## config.mk

```make
export PLATFORM = sky130hd
export DESIGN_NAME = cache_line_mover_flat
export DESIGN_NICKNAME = d
export VERILOG_FILES = /design/src/rtl/cache_line_mover_if.sv /design/src/rtl/cache_line_mover.sv /design/src/flat_wrapper.sv
export SDC_FILE = /design/constraint.sdc
export NUM_CORES = 1
export LEC_CHECK = 0
export CAP_MARGIN = 20
export CORE_MARGIN = 4
export CORE_UTILIZATION = 44
export CTS_CLUSTER_DIAMETER = 150
export CTS_CLUSTER_SIZE = 20
export DETAILED_ROUTE_END_ITERATION = 12
export PLACE_DENSITY_LB_ADDON = 0.1
export REMOVE_ABC_BUFFERS = 1
export SYNTH_ARGS = -nofsm -noshare
export SYNTH_HDL_FRONTEND = slang
export SYNTH_SLANG_ARGS = --single-unit
export TNS_END_PERCENT = 100
```

## constraint.sdc

```tcl
create_clock -name clk -period 5.32 [get_ports clk]
set_input_delay 0.798 -clock clk [delete_from_list [all_inputs] [get_ports clk]]
set_output_delay 0.798 -clock clk [all_outputs]
set_load 0.05 [all_outputs]
```

## src/rtl/cache_line_mover_if.sv

```systemverilog
// Cache-side and burst-memory-side signal bundle for cache_line_mover.
// master = the line mover itself, slave = the cache controller / memory environment.
interface cache_line_mover_if #(
    parameter int LINE_WORDS_BITWIDTH = 2,
    parameter int ADDRESS_BITWIDTH    = 32
);
    logic                           cmd_valid;
    logic                           cmd_ready;
    logic                           cmd_writeback;
    logic [ADDRESS_BITWIDTH-1:0]    cmd_fill_address;
    logic [ADDRESS_BITWIDTH-1:0]    cmd_evict_address;
    logic [LINE_WORDS_BITWIDTH-1:0] evict_word_ix;
    logic [31:0]                    evict_word;
    logic                           fill_write_enable;
    logic [LINE_WORDS_BITWIDTH-1:0] fill_word_ix;
    logic [31:0]                    fill_word;
    logic                           done;
    logic                           mem_cmd_valid;
    logic                           mem_cmd_ready;
    logic                           mem_cmd_write;
    logic [ADDRESS_BITWIDTH-1:0]    mem_cmd_address;
    logic                           mem_wvalid;
    logic                           mem_wready;
    logic [31:0]                    mem_wdata;
    logic                           mem_rvalid;
    logic [31:0]                    mem_rdata;

    modport master (
        input  cmd_valid, cmd_writeback, cmd_fill_address, cmd_evict_address, evict_word,
               mem_cmd_ready, mem_wready, mem_rvalid, mem_rdata,
        output cmd_ready, evict_word_ix, fill_write_enable, fill_word_ix, fill_word, done,
               mem_cmd_valid, mem_cmd_write, mem_cmd_address, mem_wvalid, mem_wdata
    );

    modport slave (
        output cmd_valid, cmd_writeback, cmd_fill_address, cmd_evict_address, evict_word,
               mem_cmd_ready, mem_wready, mem_rvalid, mem_rdata,
        input  cmd_ready, evict_word_ix, fill_write_enable, fill_word_ix, fill_word, done,
               mem_cmd_valid, mem_cmd_write, mem_cmd_address, mem_wvalid, mem_wdata
    );
endinterface

```

## src/rtl/cache_line_mover.sv

```systemverilog
// Moves one cache line between the column RAMs and burst memory: optional dirty writeback, then fill.
// Optional: CACHE_LINE_MOVER_CRITICAL_WORD_FIRST_EN starts the fill burst at the missed column.
module cache_line_mover #(
    parameter int LINE_WORDS_BITWIDTH = 2,
    parameter int ADDRESS_BITWIDTH    = 32
) (
    input  logic clk,
    input  logic rst,
    cache_line_mover_if.master bus
);
    localparam int OFFSET_BITS = LINE_WORDS_BITWIDTH + 2;
    localparam logic [LINE_WORDS_BITWIDTH:0] LAST_BEAT =
        (LINE_WORDS_BITWIDTH+1)'((1 << LINE_WORDS_BITWIDTH) - 1);
    localparam logic [LINE_WORDS_BITWIDTH-1:0] BEAT_ONE = LINE_WORDS_BITWIDTH'(1);
    localparam logic [LINE_WORDS_BITWIDTH:0]   DONE_ONE = (LINE_WORDS_BITWIDTH+1)'(1);

    typedef enum logic [2:0] {
        IDLE, WB_CMD, WB_READ, WB_BEAT, FILL_CMD, FILL_DATA, DONE
    } state_t;

    state_t                          state, state_next;
    logic [LINE_WORDS_BITWIDTH-1:0]  beat;
    logic [LINE_WORDS_BITWIDTH-1:0]  start_col;
    logic [LINE_WORDS_BITWIDTH:0]    beats_done;
    logic [ADDRESS_BITWIDTH-1:0]     evict_base;
    logic [ADDRESS_BITWIDTH-1:0]     fill_start;
    logic [31:0]                     wdata_hold;
    logic                            wdata_held;
    logic                            fill_we;
    logic [LINE_WORDS_BITWIDTH-1:0]  fill_ix;
    logic [31:0]                     fill_data;
    logic                            last_beat;

    function automatic logic [ADDRESS_BITWIDTH-1:0] line_base(input logic [ADDRESS_BITWIDTH-1:0] addr);
        return addr & ~ADDRESS_BITWIDTH'((1 << OFFSET_BITS) - 1);
    endfunction

    // The beat counter may start mid-line and wrap, so end-of-burst is counted separately.
    assign last_beat = (beats_done == LAST_BEAT);

    always_ff @(posedge clk or posedge rst) begin
        if (rst) state <= IDLE;
        else     state <= state_next;
    end

    always_comb begin
        state_next          = state;
        bus.cmd_ready       = 1'b0;
        bus.mem_cmd_valid   = 1'b0;
        bus.mem_cmd_write   = 1'b0;
        bus.mem_cmd_address = '0;
        bus.evict_word_ix   = '0;
        bus.mem_wvalid      = 1'b0;
        bus.mem_wdata       = '0;
        bus.done            = 1'b0;
        unique case (state)
            IDLE: begin
                bus.cmd_ready = 1'b1;
                if (bus.cmd_valid) state_next = bus.cmd_writeback ? WB_CMD : FILL_CMD;
            end
            WB_CMD: begin
                bus.mem_cmd_valid   = 1'b1;
                bus.mem_cmd_write   = 1'b1;
                bus.mem_cmd_address = evict_base;
                if (bus.mem_cmd_ready) state_next = WB_READ;
            end
            WB_READ: begin
                bus.evict_word_ix = beat;
                state_next        = WB_BEAT;
            end
            WB_BEAT: begin
                // RAM output is valid on entry; the held copy keeps the beat stable under backpressure.
                bus.mem_wvalid = 1'b1;
                bus.mem_wdata  = wdata_held ? wdata_hold : bus.evict_word;
                if (bus.mem_wready) state_next = last_beat ? FILL_CMD : WB_READ;
            end
            FILL_CMD: begin
                bus.mem_cmd_valid   = 1'b1;
                bus.mem_cmd_address = fill_start;
                if (bus.mem_cmd_ready) state_next = FILL_DATA;
            end
            FILL_DATA: begin
                if (bus.mem_rvalid && last_beat) state_next = DONE;
            end
            DONE: begin
                bus.done   = 1'b1;
                state_next = IDLE;
            end
            default: state_next = IDLE;
        endcase
    end

    always_ff @(posedge clk or posedge rst) begin
        if (rst) begin
            beat       <= '0;
            start_col  <= '0;
            beats_done <= '0;
            evict_base <= '0;
            fill_start <= '0;
            wdata_hold <= '0;
            wdata_held <= 1'b0;
            fill_we    <= 1'b0;
            fill_ix    <= '0;
            fill_data  <= '0;
        end else begin
            fill_we <= 1'b0;
            unique case (state)
                IDLE: begin
                    if (bus.cmd_valid) begin
                        evict_base <= line_base(bus.cmd_evict_address);
`ifdef CACHE_LINE_MOVER_CRITICAL_WORD_FIRST_EN
                        start_col  <= bus.cmd_fill_address[OFFSET_BITS-1:2];
                        fill_start <= {bus.cmd_fill_address[ADDRESS_BITWIDTH-1:2], 2'b00};
`else
                        start_col  <= '0;
                        fill_start <= line_base(bus.cmd_fill_address);
`endif
                    end
                end
                WB_CMD: begin
                    if (bus.mem_cmd_ready) begin
                        beat       <= '0;
                        beats_done <= '0;
                        wdata_held <= 1'b0;
                    end
                end
                WB_BEAT: begin
                    if (!wdata_held) begin
                        wdata_hold <= bus.evict_word;
                        wdata_held <= 1'b1;
                    end
                    if (bus.mem_wready) begin
                        beat       <= beat + BEAT_ONE;
                        beats_done <= beats_done + DONE_ONE;
                        wdata_held <= 1'b0;
                    end
                end
                FILL_CMD: begin
                    if (bus.mem_cmd_ready) begin
                        beat       <= start_col;
                        beats_done <= '0;
                    end
                end
                FILL_DATA: begin
                    if (bus.mem_rvalid) begin
                        fill_we    <= 1'b1;
                        fill_data  <= bus.mem_rdata;
                        fill_ix    <= beat;
                        beat       <= beat + BEAT_ONE;
                        beats_done <= beats_done + DONE_ONE;
                    end
                end
                default: ;
            endcase
        end
    end

    assign bus.fill_write_enable = fill_we;
    assign bus.fill_word_ix      = fill_ix;
    assign bus.fill_word         = fill_data;
endmodule

```

## src/flat_wrapper.sv

```systemverilog
// flat-port wrapper written by rule: the top's interface ports become plain ports
module cache_line_mover_flat 
#(
    parameter int LINE_WORDS_BITWIDTH = 2,
    parameter int ADDRESS_BITWIDTH    = 32
)
  (clk, rst, bus_cmd_valid, bus_cmd_writeback, bus_cmd_fill_address, bus_cmd_evict_address, bus_evict_word, bus_mem_cmd_ready, bus_mem_wready, bus_mem_rvalid, bus_mem_rdata, bus_cmd_ready, bus_evict_word_ix, bus_fill_write_enable, bus_fill_word_ix, bus_fill_word, bus_done, bus_mem_cmd_valid, bus_mem_cmd_write, bus_mem_cmd_address, bus_mem_wvalid, bus_mem_wdata);
  cache_line_mover_if #(.LINE_WORDS_BITWIDTH(LINE_WORDS_BITWIDTH), .ADDRESS_BITWIDTH(ADDRESS_BITWIDTH)) bus_i ();
  input  logic clk;
  input  logic rst;
  input wire logic [$bits(bus_i.cmd_valid)-1:0] bus_cmd_valid;
  input wire logic [$bits(bus_i.cmd_writeback)-1:0] bus_cmd_writeback;
  input wire logic [$bits(bus_i.cmd_fill_address)-1:0] bus_cmd_fill_address;
  input wire logic [$bits(bus_i.cmd_evict_address)-1:0] bus_cmd_evict_address;
  input wire logic [$bits(bus_i.evict_word)-1:0] bus_evict_word;
  input wire logic [$bits(bus_i.mem_cmd_ready)-1:0] bus_mem_cmd_ready;
  input wire logic [$bits(bus_i.mem_wready)-1:0] bus_mem_wready;
  input wire logic [$bits(bus_i.mem_rvalid)-1:0] bus_mem_rvalid;
  input wire logic [$bits(bus_i.mem_rdata)-1:0] bus_mem_rdata;
  output wire logic [$bits(bus_i.cmd_ready)-1:0] bus_cmd_ready;
  output wire logic [$bits(bus_i.evict_word_ix)-1:0] bus_evict_word_ix;
  output wire logic [$bits(bus_i.fill_write_enable)-1:0] bus_fill_write_enable;
  output wire logic [$bits(bus_i.fill_word_ix)-1:0] bus_fill_word_ix;
  output wire logic [$bits(bus_i.fill_word)-1:0] bus_fill_word;
  output wire logic [$bits(bus_i.done)-1:0] bus_done;
  output wire logic [$bits(bus_i.mem_cmd_valid)-1:0] bus_mem_cmd_valid;
  output wire logic [$bits(bus_i.mem_cmd_write)-1:0] bus_mem_cmd_write;
  output wire logic [$bits(bus_i.mem_cmd_address)-1:0] bus_mem_cmd_address;
  output wire logic [$bits(bus_i.mem_wvalid)-1:0] bus_mem_wvalid;
  output wire logic [$bits(bus_i.mem_wdata)-1:0] bus_mem_wdata;
  assign bus_i.cmd_valid = bus_cmd_valid;
  assign bus_i.cmd_writeback = bus_cmd_writeback;
  assign bus_i.cmd_fill_address = bus_cmd_fill_address;
  assign bus_i.cmd_evict_address = bus_cmd_evict_address;
  assign bus_i.evict_word = bus_evict_word;
  assign bus_i.mem_cmd_ready = bus_mem_cmd_ready;
  assign bus_i.mem_wready = bus_mem_wready;
  assign bus_i.mem_rvalid = bus_mem_rvalid;
  assign bus_i.mem_rdata = bus_mem_rdata;
  assign bus_cmd_ready = bus_i.cmd_ready;
  assign bus_evict_word_ix = bus_i.evict_word_ix;
  assign bus_fill_write_enable = bus_i.fill_write_enable;
  assign bus_fill_word_ix = bus_i.fill_word_ix;
  assign bus_fill_word = bus_i.fill_word;
  assign bus_done = bus_i.done;
  assign bus_mem_cmd_valid = bus_i.mem_cmd_valid;
  assign bus_mem_cmd_write = bus_i.mem_cmd_write;
  assign bus_mem_cmd_address = bus_i.mem_cmd_address;
  assign bus_mem_wvalid = bus_i.mem_wvalid;
  assign bus_mem_wdata = bus_i.mem_wdata;
  cache_line_mover #(.LINE_WORDS_BITWIDTH(LINE_WORDS_BITWIDTH), .ADDRESS_BITWIDTH(ADDRESS_BITWIDTH)) u_core (.clk(clk), .rst(rst), .bus(bus_i));
endmodule
```

==> flow_metrics.tcl <==
set metrics [dict create \
    muxShareOfSynthArea 0.308 \
    cts_resized 0 \
    worst_setup_path_end_kind "output port" \
    cts_max_path_buffers 2 \
    mostFrequentLayoutCell "clkdlybuf4s50_1" \
    drc 0 \
    die_h_um 127 \
    num_vias 4312 \
    grt_overflow 0 \
    worst_pin_slew_ps 1040 \
    synth_compound_area_frac 0.0565 \
    fp.dieW_um 127 \
    min_path_type "reg -> reg" \
    final.setup.tns_ps 0 \
    ctsRootBufferMaster "clkbuf_16" \
    ys_ff_latch 132 \
    multi_input_area_um2 2650 \
    p_comb_frac 0.529 \
    drv_cap 0 \
    cpPeakStageDelay_ps 840 \
    postCtsHoldBufs 0 \
    p_switching_w 0.00260 \
    track_usage 0.195 \
    num_rows 43 \
    core_area_um2 13900 \
    cts_buffers 17 \
    drt-initial-drc-count 149 \
    antenna_found_initial 0 \
    gp_congestion 0.743 \
    swShare 0.420 \
    fillerInstances 1093 \
    grt_max_degree 73 \
    leakage_nw 3.89 \
    grt_pass1_vias 4659 \
    start_util 0.449 \
    clock_latency_ps 420 \
    hold_ws_ps 501 \
    dp_hpwl_um 10500 \
    crit_buf_inv 2 \
    syn_inst 442 \
    synth_xor_area_frac 0 \
    io_pins 241 \
    rsz0062_at_grt "false" \
    setup_viol 0 \
    p_int_w 0.00359 \
    ant_nets 0 \
    status "finished clean" \
    synth.distinct_cells 42 \
    fin_nets 798 \
    worstPathCellList "nand2b_1 -> nor2_2 -> buf_4 -> a22o_1 -> clkdlybuf4s50_1" \
    slew_violations 0 \
    period_share 0.690 \
    cp-start-kind "flip-flop" \
    die-area_um2 16100 \
    final_cell_mix "clkdlybuf4s50_1 (228), dfrtp_1 (131), mux2_2 (86)" \
    synth-simple-area-share 0.0530 \
    post-route-min-period_ps 3670 \
    fmax_mhz 272 \
    crit_family "buffers and inverters" \
    grt_pass1_wl_um 24800 \
    wirelength_um 15200 \
    first_pass_iters 4 \
    vdd_drop_max_mv 0.362 \
    clock_skew_ps 10.9 \
    syn2layout_area_growth_pct 45.4 \
    routed_via_density 5.06 \
    cp_slowest_cell "clkdlybuf4s50_1" \
    drive_above_1_share 0.247 \
    avgRoutedWirePerCell_um 17.9 \
    cts_tree "built" \
    fin_ws_ps 1650 \
    synthAdderAreaFrac 0.00402 \
    avgSynthCellArea_um2 14.1 \
    clkTransAtPathRegs_ps 50 \
    post-place-ws_ps 2110 \
    syn_area_um2 6230 \
    crit_fanout 32 \
    antenna_cells 0 \
    portBuffers 228 \
    cts_setup_buffers 0 \
    power_frac_seq 0.304 \
    yosysWarningCount 0 \
    ys_seq_area_frac 0.530 \
    p_clk_frac 0.167 \
    h-tree-depth 4 \
    clock_sinks 132 \
    ff_latch_area_um2 3300 \
    max_slew_margin 0.310 \
    critical_path_class "reg -> out" \
    power.density_nw_per_um2 683 \
    required_ps 4520 \
    finalHoldViolations 0 \
    worstPathArrival_ps 2880 \
    synth_top_family_by_area "multiplexers" \
]
==> metal layers <==
layer | up-vias | global-route usage | part of all wire
li1 | 2004 | - | -
met1 | 2143 | 0.236 | 0.40
met2 | 150 | 0.311 | 0.50
met3 | 15 | 0.0888 | 0.096
met4 | 0 | 0.0618 | 0.011
met5 | - | 0 | 0
==> cells by family after synthesis <==
family,after synthesis
DFF,132
muxes,161
and+or+nand+nor,64
buffers and inverters,40
other,1
adders and majority gates,2
AOI/OAI and AO/OA,42
==> synthesized netlist by cell type, drive strengths merged <==
cell	instances	area, um2
or2	2	12.5
o2bb2ai	1	8.76
conb	1	3.75
o22ai	1	6.26
dfrtp	132	3300
a22oi	1	21.3
nor2b	1	6.26
a21o	2	15.0
or4	1	7.51
o211a	1	10.0
nand3	2	15.0
a31oi	1	6.26
and2	1	7.51
nor3	3	15.0
a22o	28	245
a211o	1	8.76
nor3b	5	42.5
and3	2	12.5
o21ai	3	15.0
clkbuf	6	22.5
nand2b	1	6.26
ha	2	25.0
or4b	1	10.0
inv	5	21.3
and3b	2	17.5
a21oi	3	15.0
buf	29	250
mux2	126	1570
nor2	40	166
nand2	3	11.3
mux2i	35	350
==> through the flow <==
step	std cells	cell area [um2]	total power, W	util
2_1_floorplan	410	5970	0.00413	-
3_3_place_gp	822	8530	0.00510	0.614
3_5_place_dp	822	8530	0.00518	0.614
4_1_cts	853	9050	0.00625	0.652
5_1_grt	853	9050	0.00652	0.652
6_report	853	9050	0.00619	0.652
==> worst paths after layout <==
check / start / endpoint / slack [ps] / depth (start not counted)
setup reg to reg: u_core.state[0] / u_core.wdata_hold[27] / 2860 / 5
max in group asynchronous: rst / u_core.fill_start[23] / 3570 / 3
setup / recovery: u_core.state[0] / bus_mem_cmd_address[19] / 1650 / 5
hold / removal: u_core.bus.fill_word[30] / u_core.bus.fill_word[30] / 500 / 1
min in group asynchronous: rst / u_core.wdata_hold[15] / 880 / 2
hold reg to reg: u_core.bus.fill_word[30] / u_core.bus.fill_word[30] / 500 / 1
==> registers in the layout, summed over array words and instances, names as in the netlist <==
register and cells:
u_core.bus.fill_write_enable 1, u_core.fill_start 28, u_core.wdata_hold 32, u_core.beats_done 3, u_core.state 3, u_core.bus.fill_word_ix 2
u_core.wdata_held 1, u_core.beat 2, u_core.evict_base 28, u_core.bus.fill_word 32
==> power by group through the flow <==
stage,sequential (W),combinational [W],clock (W)
detailed placement,0.00189,0.00330,0
CTS,0.00188,0.00331,0.00106
global placement,0.00185,0.00325,0
global route,0.00195,0.00345,0.00111
floorplan,0.00225,0.00188,0
finish,0.00188,0.00327,0.00103
==> cell type report <==
cell class | count | share of cell area
sequential | 132 | 0.365
multi-input combinational | 273 | 0.293
timing repair buffer | 232 | 0.257
clock buffer | 26 | 0.0551
tap | 180 | 0.0249
clock inverter | 5 | 0.00276
inverter | 5 | 0.00263
==> worst reg2reg max path: stages (launching register included) <==
cell and delay (ps):
dfrtp_1 710, nand2b_1 210, or2_1 240, buf_4 270, nor2_8 500, mux2_2 420
Power figures use the tool's default switching activity.
